**src/rtl/alu_mc.sv**
```systemverilog
// Handshaked multi-cycle ALU: single-cycle ADD/SUB/ADC/SBC/AND/ORR/EOR with NZCV
// flags, plus a WIDTH-iteration shift-add multiplier behind the same interface.
module alu_mc #(
    parameter  int WIDTH = 32,
    localparam int CNT_W = $clog2(WIDTH + 1)
) (
    input  logic             clk,
    input  logic             reset,
    input  logic             in_valid,
    output logic             in_ready,
    input  logic [2:0]       op,
    input  logic             carry_in,
    input  logic [WIDTH-1:0] src_a,
    input  logic [WIDTH-1:0] src_b,
    output logic             out_valid,
    input  logic             out_ready,
    output logic [WIDTH-1:0] result,
    output logic [3:0]       flags,
    output logic             busy,
    output logic [1:0]       state_dbg
);

    typedef enum logic [1:0] {
        S_IDLE = 2'd0,
        S_MUL  = 2'd1,
        S_DONE = 2'd2
    } state_t;

    localparam logic [2:0] OP_ADD = 3'b000;
    localparam logic [2:0] OP_SUB = 3'b001;
    localparam logic [2:0] OP_AND = 3'b010;
    localparam logic [2:0] OP_ORR = 3'b011;
    localparam logic [2:0] OP_ADC = 3'b100;
    localparam logic [2:0] OP_SBC = 3'b101;
    localparam logic [2:0] OP_EOR = 3'b110;
    localparam logic [2:0] OP_MUL = 3'b111;

    state_t             state_q, state_d;
    logic               out_valid_q, out_valid_d;
    logic [WIDTH-1:0]   result_q, result_d;
    logic [3:0]         flags_q, flags_d;
    logic [WIDTH-1:0]   acc_q, acc_d;
    logic [WIDTH-1:0]   a_q, a_d;
    logic [WIDTH-1:0]   b_q, b_d;
    logic [CNT_W-1:0]   cnt_q, cnt_d;

    logic               accept;
    logic               arith;
    logic [WIDTH-1:0]   b_eff;
    logic               cin_eff;
    logic [WIDTH:0]     sum;
    logic [WIDTH-1:0]   logic_res;
    logic [WIDTH-1:0]   alu_res;
    logic               alu_c;
    logic               alu_v;
    logic [3:0]         alu_flags;
    logic [WIDTH-1:0]   acc_add;

    // Single-cycle datapath: every arithmetic op is A + B' + cin in one adder.
    always_comb begin
        arith     = 1'b0;
        b_eff     = src_b;
        cin_eff   = 1'b0;
        logic_res = '0;
        case (op)
            OP_ADD: arith = 1'b1;
            OP_SUB: begin
                arith   = 1'b1;
                b_eff   = ~src_b;
                cin_eff = 1'b1;
            end
            OP_ADC: begin
                arith   = 1'b1;
                cin_eff = carry_in;
            end
            OP_SBC: begin
                arith   = 1'b1;
                b_eff   = ~src_b;
                cin_eff = carry_in;
            end
            OP_AND:  logic_res = src_a & src_b;
            OP_ORR:  logic_res = src_a | src_b;
            OP_EOR:  logic_res = src_a ^ src_b;
            default: logic_res = '0;
        endcase
        sum = {1'b0, src_a} + {1'b0, b_eff} + {{WIDTH{1'b0}}, cin_eff};
        if (arith) begin
            alu_res = sum[WIDTH-1:0];
            alu_c   = sum[WIDTH];
            alu_v   = (src_a[WIDTH-1] == b_eff[WIDTH-1]) & (sum[WIDTH-1] != src_a[WIDTH-1]);
        end else begin
            alu_res = logic_res;
            alu_c   = 1'b0;
            alu_v   = 1'b0;
        end
        alu_flags = {alu_res[WIDTH-1], (alu_res == '0), alu_c, alu_v};
    end

    assign acc_add = acc_q + (b_q[0] ? a_q : '0);

    // Handshake: a word moves on a rising edge only when valid and ready are both
    // high; valid never depends on ready, and the requester holds its request
    // (and operands) until it sees in_ready, which is only sampled on that edge.
    always_comb begin
        state_d     = state_q;
        out_valid_d = out_valid_q;
        result_d    = result_q;
        flags_d     = flags_q;
        acc_d       = acc_q;
        a_d         = a_q;
        b_d         = b_q;
        cnt_d       = cnt_q;
        in_ready    = reset & ((state_q == S_IDLE) | ((state_q == S_DONE) & out_ready));
        accept      = in_valid & in_ready;

        case (state_q)
            S_MUL: begin
                acc_d = acc_add;
                a_d   = a_q << 1;
                b_d   = b_q >> 1;
                cnt_d = cnt_q - CNT_W'(1);
                if (cnt_q == CNT_W'(1)) begin
                    result_d    = acc_add;
                    flags_d     = {acc_add[WIDTH-1], (acc_add == '0), 2'b00};
                    out_valid_d = 1'b1;
                    state_d     = S_DONE;
                end
            end
            S_DONE: begin
                if (out_ready) begin
                    out_valid_d = 1'b0;
                    state_d     = S_IDLE;
                end
            end
            default: begin
            end
        endcase

        // A new accept out of DONE overrides the drain back to IDLE above.
        if (accept) begin
            if (op == OP_MUL) begin
                acc_d       = '0;
                a_d         = src_a;
                b_d         = src_b;
                cnt_d       = CNT_W'(WIDTH);
                out_valid_d = 1'b0;
                state_d     = S_MUL;
            end else begin
                result_d    = alu_res;
                flags_d     = alu_flags;
                out_valid_d = 1'b1;
                state_d     = S_DONE;
            end
        end
    end

    always_ff @(posedge clk) begin
        if (!reset) begin
            state_q     <= S_IDLE;
            out_valid_q <= 1'b0;
            result_q    <= '0;
            flags_q     <= '0;
            acc_q       <= '0;
            a_q         <= '0;
            b_q         <= '0;
            cnt_q       <= '0;
        end else begin
            state_q     <= state_d;
            out_valid_q <= out_valid_d;
            result_q    <= result_d;
            flags_q     <= flags_d;
            acc_q       <= acc_d;
            a_q         <= a_d;
            b_q         <= b_d;
            cnt_q       <= cnt_d;
        end
    end

    assign out_valid = out_valid_q;
    assign result    = result_q;
    assign flags     = flags_q;
    assign busy      = (state_q == S_MUL);
    assign state_dbg = state_q;

endmodule

```
**config.mk**
```make
export PLATFORM = sky130hd
export DESIGN_NAME = alu_mc
export DESIGN_NICKNAME = d
export VERILOG_FILES = /design/src/rtl/alu_mc.sv
export SDC_FILE = /design/constraint.sdc
export NUM_CORES = 1
export LEC_CHECK = 0
export CORE_MARGIN = 3
export CORE_UTILIZATION = 66
export CTS_CLUSTER_DIAMETER = 150
export CTS_CLUSTER_SIZE = 20
export DETAILED_ROUTE_END_ITERATION = 7
export DONT_BUFFER_PORTS = 1
export GPL_TIMING_DRIVEN = 0
export PLACE_DENSITY_LB_ADDON = 0.12
export SKIP_CTS_REPAIR_TIMING = 1
export SYNTH_ARGS = -nofsm -noshare
export SYNTH_HDL_FRONTEND = slang
export SYNTH_SLANG_ARGS = --single-unit
```
**constraint.sdc**
```tcl
create_clock -name clk -period 7.9 [get_ports clk]
set_clock_uncertainty 0.1 [all_clocks]
set_input_delay 1.58 -clock clk [delete_from_list [all_inputs] [get_ports clk]]
set_output_delay 1.58 -clock clk [all_outputs]
set_load 0.05 [all_outputs]
```
# == Yosys cells after proc, flatten, opt, wreduce, memory -nomap -nowiden ==
# Cells that the tools add are included.
# op_classes
add_sub_neg,4
eq_ne,14
mux,38
bitwise_logic,9
reduce_logical,9
# ops
cell,count
2-to-1 mux 32 bit,16
one-hot mux 32 bit (3 select lines),1
logical NOT 32 bit,2
adder 32 x 32 -> 33 bit,1
adder 33 x 1 -> 33 bit,1
adder 32 bit,1
bitwise AND 32 bit,1
NOT 32 bit,1
bitwise OR 32 bit,1
bitwise XOR 32 bit,1
2-to-1 mux 6 bit,3
2-to-1 mux 4 bit,4
equality test 3 bit (second input constant),4
2-to-1 mux 2 bit,4
2-to-1 mux 1 bit,7
equality test 3 x 2 -> 1 bit (second input constant),2
equality test 6 x 1 -> 1 bit (second input constant),1
subtractor 6 x 1 -> 6 bit (second input constant),1
bitwise AND 1 bit,4
one-hot mux 1 bit (2 select lines),2
one-hot mux 2 bit (2 select lines),1
OR reduction 2 bit,2
OR reduction 4 bit,1
equality test 3 x 1 -> 1 bit (second input constant),1
other kinds (11),11
# word_totals
reg_bits,141
inputBits,72
output_inout_bits,41
word_cells,82

# == Depth between registers and ports, before layout ==
# Gate-level depths: netlist of run 1.
# logic_depth
depth_word,10
ltp_mapped,21
ltp_nobuf,17

# == Worst setup path after synthesis of run 1 ==
# No wires, ideal clock.
# synth_path
kind,input-to-reg
start,in op[0]
end,"reg flags_q[2], in the netlist flags[2]"
setup_time_ns,0.067
arrival_ns,6.371
required_ns,7.733
setup_slack_ns,1.362
cell_stages,21
n_path_buf,7
cell_sequence,buf_2 -> buf_2 -> buf_2 -> buf_1 -> clkbuf_1 -> nand2_1 -> buf_1 -> xnor2_1 -> ha_1 -> buf_6 -> a2111oi_4 -> o21ai_2 -> nand3_4 -> a211oi_2 -> or3_1 -> a31oi_1 -> or4b_1 -> nand4b_1 -> or4_1 -> o31a_1 -> o21ai_2
# synth_between
elab_chain_len,9
elab_cells_between_ends,21
classes_between,add/sub (2); eq/ne (7); mux (7); reduce/logical (5)
# synth_lines
element,line_no,text
from (decl),11,"input logic [2:0] op,"
equality test 3 bit / equality test 3 x 1 -> 1 bit (equally long branches),65,case (op)
OR reduction 2 bit (no line),-,
2-to-1 mux 32 bit,-,
adder 32 x 32 -> 33 bit,86,"sum = {1'b0, src_a} + {1'b0, b_eff} + {{WIDTH{1'b0}}, cin_eff};"
adder 33 x 1 -> 33 bit,86,
2-to-1 mux 32 bit,87,if (arith) begin
logical NOT 32 bit,96,"alu_flags = {alu_res[WIDTH-1], (alu_res == '0), alu_c, alu_v};"
2-to-1 mux 4 bit *,141,if (op == OP_MUL) begin
2-to-1 mux 4 bit *,140,if (accept) begin
to (signal assigned),171,flags_q <= flags_d;
to (decl),41,"logic [3:0] flags_q, flags_d;"
# Every way passes the cells marked *; elsewhere a longest branch is shown, timed or not.
# A chain may end at the register's enable or synchronous reset.

# == Worst setup path in the final report of run 1 ==
# Same ends and word-level chain as after synthesis.

==> results of run 1 <==
-- Yosys cell counts, types with 5 or more instances --
| library cell | number | area share |
|---|---|---|
| clkbuf_1 | 81 | 0.025 |
| o22ai_1 | 5 | 0.0026 |
| and3_1 | 20 | 0.010 |
| and2_1 | 35 | 0.018 |
| nor2b_1 | 13 | 0.0067 |
| buf_1 | 10 | 0.0031 |
| buf_2 | 5 | 0.0021 |
| a21o_1 | 18 | 0.011 |
| a31oi_1 | 10 | 0.0051 |
| ha_1 | 128 | 0.13 |
| nand2_1 | 269 | 0.083 |
| nor3b_1 | 7 | 0.0043 |
| xnor2_1 | 63 | 0.045 |
| or3_1 | 7 | 0.0036 |
| o21bai_1 | 13 | 0.0080 |
| inv_1 | 101 | 0.031 |
| a311oi_1 | 13 | 0.0094 |
| nand4_1 | 14 | 0.0072 |
| a211oi_1 | 27 | 0.017 |
| dfxtp_1 | 140 | 0.23 |
| o211ai_1 | 9 | 0.0056 |
| xor2_1 | 16 | 0.012 |
| nand3b_1 | 5 | 0.0031 |
| a2111oi_0 | 9 | 0.0065 |
| nor4_1 | 7 | 0.0036 |
| a21oi_1 | 107 | 0.044 |
| a211o_1 | 5 | 0.0036 |
| nand3_1 | 25 | 0.010 |
| mux2i_1 | 77 | 0.063 |
| nor3_1 | 20 | 0.0082 |
| o31ai_1 | 68 | 0.042 |
| o21a_1 | 8 | 0.0049 |
| a221o_1 | 6 | 0.0049 |
| nor2_1 | 84 | 0.026 |
| o21ai_0 | 83 | 0.034 |
-- worst reg2reg max path, stage by stage, from the launching register on --
cell       delay [ns]
dfxtp_1          0.52
clkbuf_1         0.29
and2_1           0.19
ha_1             0.29
a21o_1           0.21
a221oi_2         0.44
o21ai_1          0.18
a21o_1           0.25
a2111oi_0        0.67
o31ai_1          0.16
xor2_1           0.21
nor3_1           0.19
nand4_1          0.16
or4_1            0.54
o21ai_2          0.12
-- cell type report --
class / count / area [um^2]
clock buffer: 18 / 439
fill: 1442 / 4990
buffer: 100 / 403
inverter: 104 / 390
clock inverter: 12 / 139
tap: 229 / 287
multi-input combinational: 1257 / 8570
sequential: 140 / 2800
-- worst min path at each step --
stage                                 endpoint  slack [ns]  depth (start not counted)
final                      acc_q[6]$_SDFF_PN0_        0.36                          2
after floorplan            acc_q[0]$_SDFF_PN0_        0.34                          2
after global routing       acc_q[6]$_SDFF_PN0_        0.37                          2
after detailed placement  acc_q[19]$_SDFF_PN0_        0.35                          2
after global placement     acc_q[0]$_SDFF_PN0_        0.35                          2
after CTS                 acc_q[21]$_SDFF_PN0_        0.36                          2
-- per-layer routing --
metal,track usage,wire length [um]
met2,0.621,17700
met3,0.0876,3980
met5,0,0
met4,0.170,1920
met1,0.508,16100
-- kinds of logic (layout without fill, tap and decap cells) --
family	Yosys count	in the layout
AOI/OAI and AO/OA	434	434
muxes	79	79
DFF	140	140
adders and majority gates	131	131
xor gates and xnor gates	79	79
buffers and inverters	205	234
and+or+nand+nor	534	534
-- power groups by stage --
stage | combinational [mW] | sequential, mW | clock [mW]
floorplan | 0.370 | 0.806 | 0
global placement | 0.479 | 0.815 | 0
detailed placement | 0.489 | 0.815 | 0
CTS | 0.494 | 0.800 | 0.800
global route | 0.555 | 0.802 | 0.833
finish | 0.508 | 0.800 | 0.807
-- metrics by stage --
step,cells,area [um^2],setup slack [ns]
floorplan,1602,12200,1.36
global placement,1831,12500,-0.233
detailed placement,1831,12500,-0.246
CTS,1861,13000,0.170
global route,1860,13000,0.0991
finish,1860,13000,0.285
-- registers in the layout, summed over array words and instances, names as in the netlist --
register,cells
b_q,32
result,32
flags,4
state_dbg,2
acc_q,32
a_q,32
cnt_q,6
-- placed cells by master (no fill, tap or decap), drive strengths merged, types with 12 or more instances in the layout --
cell / n
o31ai: 68
nand3: 26
dfxtp: 140
a311oi: 14
and3: 21
a21o: 19
o21bai: 13
ha: 128
mux2i: 77
inv: 107
nand4: 14
clkbuf: 101
xnor2: 63
a31oi: 12
nor2b: 13
nor3: 21
a211oi: 29
nor2: 84
o21ai: 88
xor2: 16
nand2: 269
a21oi: 108
buf: 17
and2: 35
==> impl_results.md, run 1 <==
* Status: completed
* Slowest CP cell: o21ai_0
* DRC at 0
* Final wirelength at 39700 um
* Psw at 0.727 mW
* Tot Pwr at 2.11 mW
* Post-synthesis sequential area ratio at 0.230
* Flops & latches, synth at 140
* FF-to-FF path depth at 14
* Sequential share of power at 0.378
* CTS sink count at 140
* Sw Ratio at 0.344
* Io pins at 113
* Buffers & Inverters on Critical Path at 6
* Synth unique cells at 87
* Initial antenna violation count at 0
* Synth warnings at 0
* DR pass1 iterations at 7
* CP max stage delay at 0.53 ns
* Final Critical Period at 7.62 ns
* Crit end category: flop
* Ys async rst share at 0
* GRT Total Usage at 0.390
* Crit start category: input port
* CTS Root Cell: clkbuf_16
* Reg-to-reg slack, setup at 3.32 ns
* Relative slew slack at 0.216
* Critical Path Stages at 20
* Core ar. at 18000 um^2
* Area share of xor/xnor cells in the synthesized design at 0.0569
* Worst VDD drop at 0.157 mV
* Ant. Diodes at 0
* Worst Setup EP: flags[2]$_SDFF_PN0_
* FP Rows at 49
* Synth Area in Simple Gates at 0.204
* Largest family of logic cells by synthesized area: compound AO/OA/AOI/OAI gates
* EDFF count, synth at 0
* Fin. max-slew vios at 0
* CTS tree: built
* Worst-Margin Slew at 1.18 ns
* CTS H-tree lvls at 4
* CP max FO at 19
* Cell Area, Synth at 12200 um^2
* Critical Path Source: op[0]
* CP arrival at 7.89 ns
* Post-Synth Adder-Cell Area at 0.137
* Top FF cell, synth: dfxtp_1
* Synth Area in Compound Gates at 0.242
* First-pass GRT wire length at 61900 um
* Die H at 142 um
* P per Cell Area at 162 nW/um^2
* Syn Inst Count at 1602
* Wire per inst at 21.3 um
* Starting density of the core at 0.675
* CTS buffer count at 17
* Internal power at 1.39 mW
* Share of post-route cells with drive strength above 1 at 0.0429
* Number of global-route vias before repair at 11500
* DRT iter0 DRCs at 1259
* Gate power share at 0.240
* HP Start: acc_q[6]$_SDFF_PN0_
* Reg clk slew, reported paths at 0.06 ns
* Avg Inst Size Synth at 7.60 um^2
* Die Area at 20100 um^2
* Endpoints failing setup at 0
* Final hold viol count at 0
* Largest net degree at the start of global routing at 17
* Final ANT Viol Nets at 0
* Port Buffers at 0
* Util after Layout at 0.723
* CP cell instances: buf_2 -> buf_2 -> buf_2 -> clkbuf_1 -> nand2_1 -> buf_1 -> xnor2_1 -> ha_1 -> clkbuf_1 -> nand4_1 -> or3_1 -> nand4b_1 -> o2111ai_1 -> nand2_1 -> xnor2_1 -> o21ai_0 -> o2111ai_1 -> or4_1 -> o31a_1 -> o21ai_2
* Clock network power share at 0.382
* Setup CP Type: input port to flop
* Final period utilization at 0.964
* Final hold slack at 0.362 ns
* Clock insertion delay at the later pin of the skew report at 0.44 ns
* Die extent in x at 142 um
* Max_cap viols at 0
* Hold WC Path Type: flop to flop
* Syn Nets at 1805
* Setup_tns at 0 ns
* Reg-to-reg startpoint: b_q[0]$_SDFF_PN0_
* Multiplexer share of the synthesized area at 0.0652
* Cell family with most CP delay: buffers and inverters
* RSZ-0062 raised after global routing: no
* Most common cell on crit path: buf_2
* Deepest clock path buffer count at 2
* Post-DP HPWL at 31400 um
* FF-to-FF End: flags[2]$_SDFF_PN0_
* Pleak at 5.40 nW
* Placer Congestion at 0.970
* GRT overflow at 0
* Vias at 12100
* Critical path required time at 8.18 ns
* Fmax at 0.131 GHz
* Area Overhead vs Synth at 7.12%
* Avg Vias per Cell at 6.51
* Final nets at 1823
(Power assumes the default switching activity.)
==> inputs of run 2 (changes only) <==
- CORE_UTILIZATION: 66 -> 59
- DONT_BUFFER_PORTS: 1 -> not set
==> run 2 against run 1 <==
- register-to-register slack improved by 0.02 ns
- clock power rose by 0.5%
- sequential power down 6.5%
- final area up 8.8%
- critical path depth stayed put
- power grew 4.3%
- flip-flop and latch count unchanged
- final cell count increased by 8.0%
- combinational power grew 27%
- largest cell class unchanged
==> impl_results.md, run 2 (same netlist as run 1, synthesis figures left out) <==
* Status: completed (unchanged)
* CTS buffer count at 17 (unchanged)
* Worst-Margin Slew at 1.21 ns (was 1.18 ns)
* GRT Total Usage at 0.357 (was 0.390)
* First-pass GRT wire length at 62900 um (was 61900 um)
* Most crowded layer after global routing: met2 (unchanged)
* Final hold viol count at 0 (unchanged)
* Grt met2 use at 0.575 (was 0.621)
* Clock insertion delay at the later pin of the skew report at 0.44 ns (about the same)
* Die extent in x at 150 um (was 142 um)
* Avg Vias per Cell at 6.33 (was 6.51)
* Post-DP HPWL at 32600 um (was 31400 um)
* Core ar. at 19800 um^2 (was 18000 um^2)
* CP max stage delay at 0.67 ns (was 0.53 ns)
* Endpoints failing setup at 0 (unchanged)
* Final ANT Viol Nets at 0 (unchanged)
* Io pins at 113 (unchanged)
* Slowest CP cell: buf_1 (was o21ai_0)
* CTS H-tree lvls at 4 (unchanged)
* Most frequent cells in the layout: nand2_1 (269), dfxtp_1 (140), ha_1 (128), clkdlybuf4s50_1 (110), a21oi_1 (107) (was nand2_1 (269), dfxtp_1 (140), ha_1 (128), a21oi_1 (107), inv_1 (101))
* Crit end category: flop (unchanged)
* Placer Congestion at 0.996 (was 0.970)
* Max_cap viols at 0 (unchanged)
* Critical Path Source: op[1] (was op[0])
* DR pass1 iterations at 6 (was 7)
* Port Buffers at 110 (was 0)
* Deepest clock path buffer count at 2 (unchanged)
* Starting density of the core at 0.613 (was 0.675)
* Tot Pwr at 2.21 mW (was 2.11 mW)
* FF-to-FF End: flags[2]$_SDFF_PN0_ (unchanged)
* Reg clk slew, reported paths at 0.07 ns (was 0.06 ns)
* FF-to-FF path depth at 14 (unchanged)
* Crit start category: input port (unchanged)
* CP arrival at 7.83 ns (was 7.89 ns)
* Pleak at 5.82 nW (was 5.40 nW)
* Final hold slack at 0.365 ns (was 0.362 ns)
* Post-route cell area at 14200 um^2 (was 13000 um^2)
* Worst Setup EP: flags[2]$_SDFF_PN0_ (unchanged)
* Reg-to-reg startpoint: b_q[0]$_SDFF_PN0_ (unchanged)
* Placed Area at 13600 um^2 (was 12500 um^2)
* Cells after DPL at 1977 (was 1831)
* Final nets at 1933 (was 1823)
* Fin. max-slew vios at 0 (unchanged)
* Relative slew slack at 0.183 (was 0.216)
* Worst VDD drop at 0.149 mV (was 0.157 mV)
* Largest net degree at the start of global routing at 17 (unchanged)
* Die H at 150 um (was 142 um)
* RSZ-0062 raised after global routing: no (unchanged)
* M1 GR Usage at 0.469 (was 0.508)
* Area Overhead vs Synth at 16.5% (was 7.12%)
* Final wirelength at 40900 um (was 39700 um)
* Most common cell on crit path: nand2_1 (was buf_2)
* Hold WC Path Type: flop to flop (unchanged)
* Ant. Diodes at 0 (unchanged)
* Number of global-route vias before repair at 11900 (was 11500)
* Critical path required time at 8.18 ns (about the same)
* Setup CP Type: input port to flop (unchanged)
* CP max FO at 10 (was 19)
* Reg area at 2800 um^2 (unchanged)
* FP Rows at 51 (was 49)
* DRC at 0 (unchanged)
* Area of the multi-input gates at 8570 um^2 (about the same)
* Final period utilization at 0.956 (was 0.964)
* Final Critical Period at 7.55 ns (was 7.62 ns)
* Fmax at 0.132 GHz (was 0.131 GHz)
* Reg-to-reg slack, setup at 3.34 ns (was 3.32 ns)
* Share of post-route cells with drive strength above 1 at 0.0407 (was 0.0429)
* CTS sink count at 140 (unchanged)
* Vias at 12700 (was 12100)
* HP Start: acc_q[18]$_SDFF_PN0_ (was acc_q[6]$_SDFF_PN0_)
* CTS Root Cell: clkbuf_16 (unchanged)
* Non-Filler Instances at 2008 (was 1860)
* Fillers at 1609 (was 1442)
* Initial antenna violation count at 0 (unchanged)
* Util after Layout at 0.714 (was 0.723)
* Wire per inst at 20.4 um (was 21.3 um)
* Met3 usage at 0.0575 (was 0.0876)
* CP cell instances: clkdlybuf4s50_1 -> clkinv_1 -> clkbuf_1 -> clkbuf_2 -> nand2_1 -> buf_1 -> xnor2_1 -> ha_1 -> clkbuf_1 -> nand2_1 -> or3_1 -> nand4b_1 -> o2111ai_1 -> nand2_1 -> xnor2_1 -> o21ai_0 -> o2111ai_1 -> or4_1 -> o31a_1 -> o21ai_2 (was buf_2 -> buf_2 -> buf_2 -> clkbuf_1 -> nand2_1 -> buf_1 -> xnor2_1 -> ha_1 -> clkbuf_1 -> nand4_1 -> or3_1 -> nand4b_1 -> o2111ai_1 -> nand2_1 -> xnor2_1 -> o21ai_0 -> o2111ai_1 -> or4_1 -> o31a_1 -> o21ai_2)
* Commonest non-fill, non-tap cell in the layout: nand2_1 (unchanged)
* GRT overflow at 0 (unchanged)
* CTS tree: built (unchanged)
* DRT iter0 DRCs at 1470 (was 1259)
* Die Area at 22400 um^2 (was 20100 um^2)
* P per Cell Area at 156 nW/um^2 (was 162 nW/um^2)
==> run 2: changes by cell type in the layout (fill, tap and decap cells not counted) <==
cell,change
clkdlybuf4s50_1,+110
inv_8,+5
buf_1,-1
bufinv_16,-1
clkbuf_1,+1
clkbuf_2,+1
clkbuf_8,-1
clkinv_4,-1
clkinvlp_4,-1
nor3_1,+1
nor3_2,-1
==> run 2: area by class of cell <==
type                    count  area share
flip-flops and latches    140       0.198
multi-input cells        1257       0.604
clock inverters            14      0.0105
inverters                 104      0.0275
plain buffers             100      0.0285
repair buffers            110      0.0777
well taps                 265      0.0234
clock buffers              18      0.0303
==> run 2: how the worst min path moves through the flow <==
stage / slack (ns) / cells after the start / to
6_report: 0.37 / 2 / acc_q[18]$_SDFF_PN0_
5_1_grt: 0.38 / 2 / acc_q[19]$_SDFF_PN0_
4_1_cts: 0.36 / 2 / acc_q[13]$_SDFF_PN0_
3_5_place_dp: 0.35 / 2 / acc_q[13]$_SDFF_PN0_
3_3_place_gp: 0.35 / 2 / acc_q[0]$_SDFF_PN0_
2_1_floorplan: 0.34 / 2 / acc_q[0]$_SDFF_PN0_
==> run 2: report_power, final <==
group	internal [mW]	total (mW)	switching [mW]
clock network	0.447	0.811	0.364
registers	0.729	0.748	0.0185
logic	0.239	0.646	0.407
==> run 2: critical path: cells and delay by family <==
family	cells	cell delay [ns]
AOI/OAI and AO/OA	5	1.26
adders and majority gates	1	0.30
buffers and inverters	6	2.51
and+or+nand+nor	6	1.88
xor gates and xnor gates	2	0.27
==> run 2: per-layer routing <==
metal | wire length, um | part of all wire
met5 | 0 | 0
met2 | 18200 | 0.44
met4 | 2150 | 0.053
met1 | 16700 | 0.41
met3 | 3880 | 0.095
==> run 2: per-stage QoR <==
step                setup WS [ns]  TNS, ns
global placement          -0.0937  -0.0937
floorplan                    1.36        0
detailed placement        -0.0446  -0.0446
CTS                         0.396        0
finish                      0.350        0
global route               0.0565        0
==> inputs of run 3 (changes only) <==
- CORE_UTILIZATION: 59 -> 55
==> run 3 against run 2 <==
- count of clock-buffer cells in the layout is 1 higher
- clock power is 3.2% higher
- wire length is 0.75% lower
- fmax is 1.2% lower
- hold slack worse by 0.0024 ns
- global-route usage is 2.4 points lower
- combinational power hardly changed
- sequential power hardly changed
- critical path type unchanged
==> impl_results.md, run 3 (same netlist as run 1, synthesis figures left out) <==
* Placed Area at 13600 um^2 (about the same)
* Initial antenna violation count at 0 (unchanged)
* Share of post-route cells with drive strength above 1 at 0.0419 (was 0.0407)
* Critical Path Source: op[1] (unchanged)
* First-pass GRT wire length at 63200 um (was 62900 um)
* Final hold slack at 0.363 ns (was 0.365 ns)
* Post-route cell area at 14200 um^2 (about the same)
* Fmax at 0.131 GHz (was 0.132 GHz)
* Die extent in x at 155 um (was 150 um)
* Placer Congestion at 0.959 (was 0.996)
* Sw Ratio at 0.349 (was 0.358)
* P per Cell Area at 157 nW/um^2 (was 156 nW/um^2)
* Worst-Margin Slew at 1.15 ns (was 1.21 ns)
* Critical path required time at 8.18 ns (about the same)
* Area Overhead vs Synth at 16.8% (was 16.5%)
* Number of global-route vias before repair at 11700 (was 11900)
* CTS H-tree lvls at 4 (unchanged)
* CP arrival at 7.92 ns (was 7.83 ns)
* GRT overflow at 0 (unchanged)
* Port Buffers at 110 (unchanged)
* Crit end category: flop (unchanged)
* Reg clk slew, reported paths at 0.07 ns (about the same)
* Setup_tns at 0 ns (unchanged)
* Pleak at 5.84 nW (was 5.82 nW)
* CTS buffer count at 17 (unchanged)
* FP Rows at 53 (was 51)
* DRC at 0 (unchanged)
* FF-to-FF path depth at 14 (unchanged)
* CTS sink count at 140 (unchanged)
* Starting density of the core at 0.570 (was 0.613)
* Worst slack, placed at -0.186 ns (was -0.0446 ns)
* HP Start: acc_q[19]$_SDFF_PN0_ (was acc_q[18]$_SDFF_PN0_)
* Psw at 0.778 mW (was 0.790 mW)
* Wire per inst at 20.1 um (was 20.4 um)
* Final Critical Period at 7.64 ns (was 7.55 ns)
* GRT Total Usage at 0.333 (was 0.357)
* Endpoints failing setup at 0 (unchanged)
* Final hold viol count at 0 (unchanged)
* Die H at 155 um (was 150 um)
* Crit start category: input port (unchanged)
* Hold WC Path Type: flop to flop (unchanged)
* Final wirelength at 40600 um (was 40900 um)
* Largest net degree at the start of global routing at 17 (unchanged)
* CP max FO at 10 (unchanged)
* Core ar. at 21400 um^2 (was 19800 um^2)
* Sequential share of power at 0.335 (was 0.339)
* Die Area at 23900 um^2 (was 22400 um^2)
* DR pass1 iterations at 6 (unchanged)
* Clock insertion delay at the later pin of the skew report at 0.45 ns (was 0.44 ns)
* Status: completed (unchanged)
* Io pins at 113 (unchanged)
* CTS tree: built (unchanged)
* Avg Vias per Cell at 6.12 (was 6.33)
* Internal power at 1.45 mW (was 1.42 mW)
* Clock network power share at 0.376 (was 0.368)
* Worst setup margin at 0.257 ns (was 0.350 ns)
* Hold path cells at 2 (unchanged)
* Vias at 12400 (was 12700)
* Commonest non-fill, non-tap cell in the layout: nand2_1 (unchanged)
* Worst VDD drop at 0.124 mV (was 0.149 mV)
* Final nets at 1933 (unchanged)
* CTS Root Cell: clkbuf_16 (unchanged)
* Fin. max-slew vios at 0 (unchanged)
* DRT iter0 DRCs at 1210 (was 1470)
* Post-DP HPWL at 32400 um (was 32600 um)
* Max_cap viols at 0 (unchanged)
* Deepest clock path buffer count at 2 (unchanged)
* RSZ-0062 raised after global routing: no (unchanged)
* Final period utilization at 0.967 (was 0.956)
* Setup CP Type: input port to flop (unchanged)
* Most frequent cells in the layout: nand2_1 (269), dfxtp_1 (140), ha_1 (128), clkdlybuf4s50_1 (110), a21oi_1 (107) (unchanged)
* Relative slew slack at 0.226 (was 0.183)
* Reg-to-reg startpoint: b_q[0]$_SDFF_PN0_ (unchanged)
* Gate power share at 0.289 (was 0.293)
* Final ANT Viol Nets at 0 (unchanged)
run 3: path summary, 6_finish.rpt:
check,slack (ns),endpoint
worst max-delay path,0.26,flags[2]$_SDFF_PN0_
worst min-delay path,0.36,acc_q[19]$_SDFF_PN0_
worst max register to register,3.36,flags[2]$_SDFF_PN0_
worst min register to register,0.36,acc_q[19]$_SDFF_PN0_
run 3: metrics by stage:
stage,power [mW],std cells,util
after global routing,2.31,2018,0.666
after detailed placement,1.39,1987,0.638
after CTS,2.21,2019,0.666
after global placement,1.38,1987,0.638
after floorplan,1.18,1602,-
final,2.23,2019,0.666
run 3: critical path, stage by stage:
cell	delay, ns
clkdlybuf4s50_1	0.52
clkinv_1	0.34
clkbuf_1	0.37
clkbuf_2	0.34
nand2_1	0.32
buf_1	0.72
xnor2_1	0.14
ha_1	0.40
a21oi_1	0.37
o31ai_1	0.14
a31oi_2	0.39
a211oi_2	0.14
or3_1	0.32
a31oi_1	0.31
or4b_1	0.46
nand4b_1	0.17
or4_1	0.53
o31a_1	0.28
o21ai_2	0.05
run 3: layout make-up:
type | count | area [um^2]
fillers | 1881 | 7140
clock buffers | 19 | 443
diodes | 1 | 2.50
inverters | 104 | 390
plain buffers | 100 | 407
well taps | 275 | 344
clock inverters | 13 | 156
multi-input cells | 1257 | 8570
flip-flops and latches | 140 | 2800
repair buffers | 110 | 1100
run 3: power groups by stage:
stage	Sequential, mW	Clock (mW)	Combinational [mW]
2_1_floorplan	0.806	0	0.370
3_3_place_gp	0.762	0	0.618
3_5_place_dp	0.763	0	0.628
4_1_cts	0.747	0.835	0.632
5_1_grt	0.750	0.862	0.698
6_report	0.747	0.837	0.644
run 3: layer usage:
metal | global-route usage | share of wire | routed length, um | vias to the layer above
li1 | - | - | - | 5953
met3 | 0.0560 | 0.083 | 3370 | 84
met4 | 0.119 | 0.033 | 1350 | 0
met5 | 0 | 0 | 0 | -
met2 | 0.538 | 0.45 | 18200 | 516
met1 | 0.449 | 0.44 | 17700 | 5806
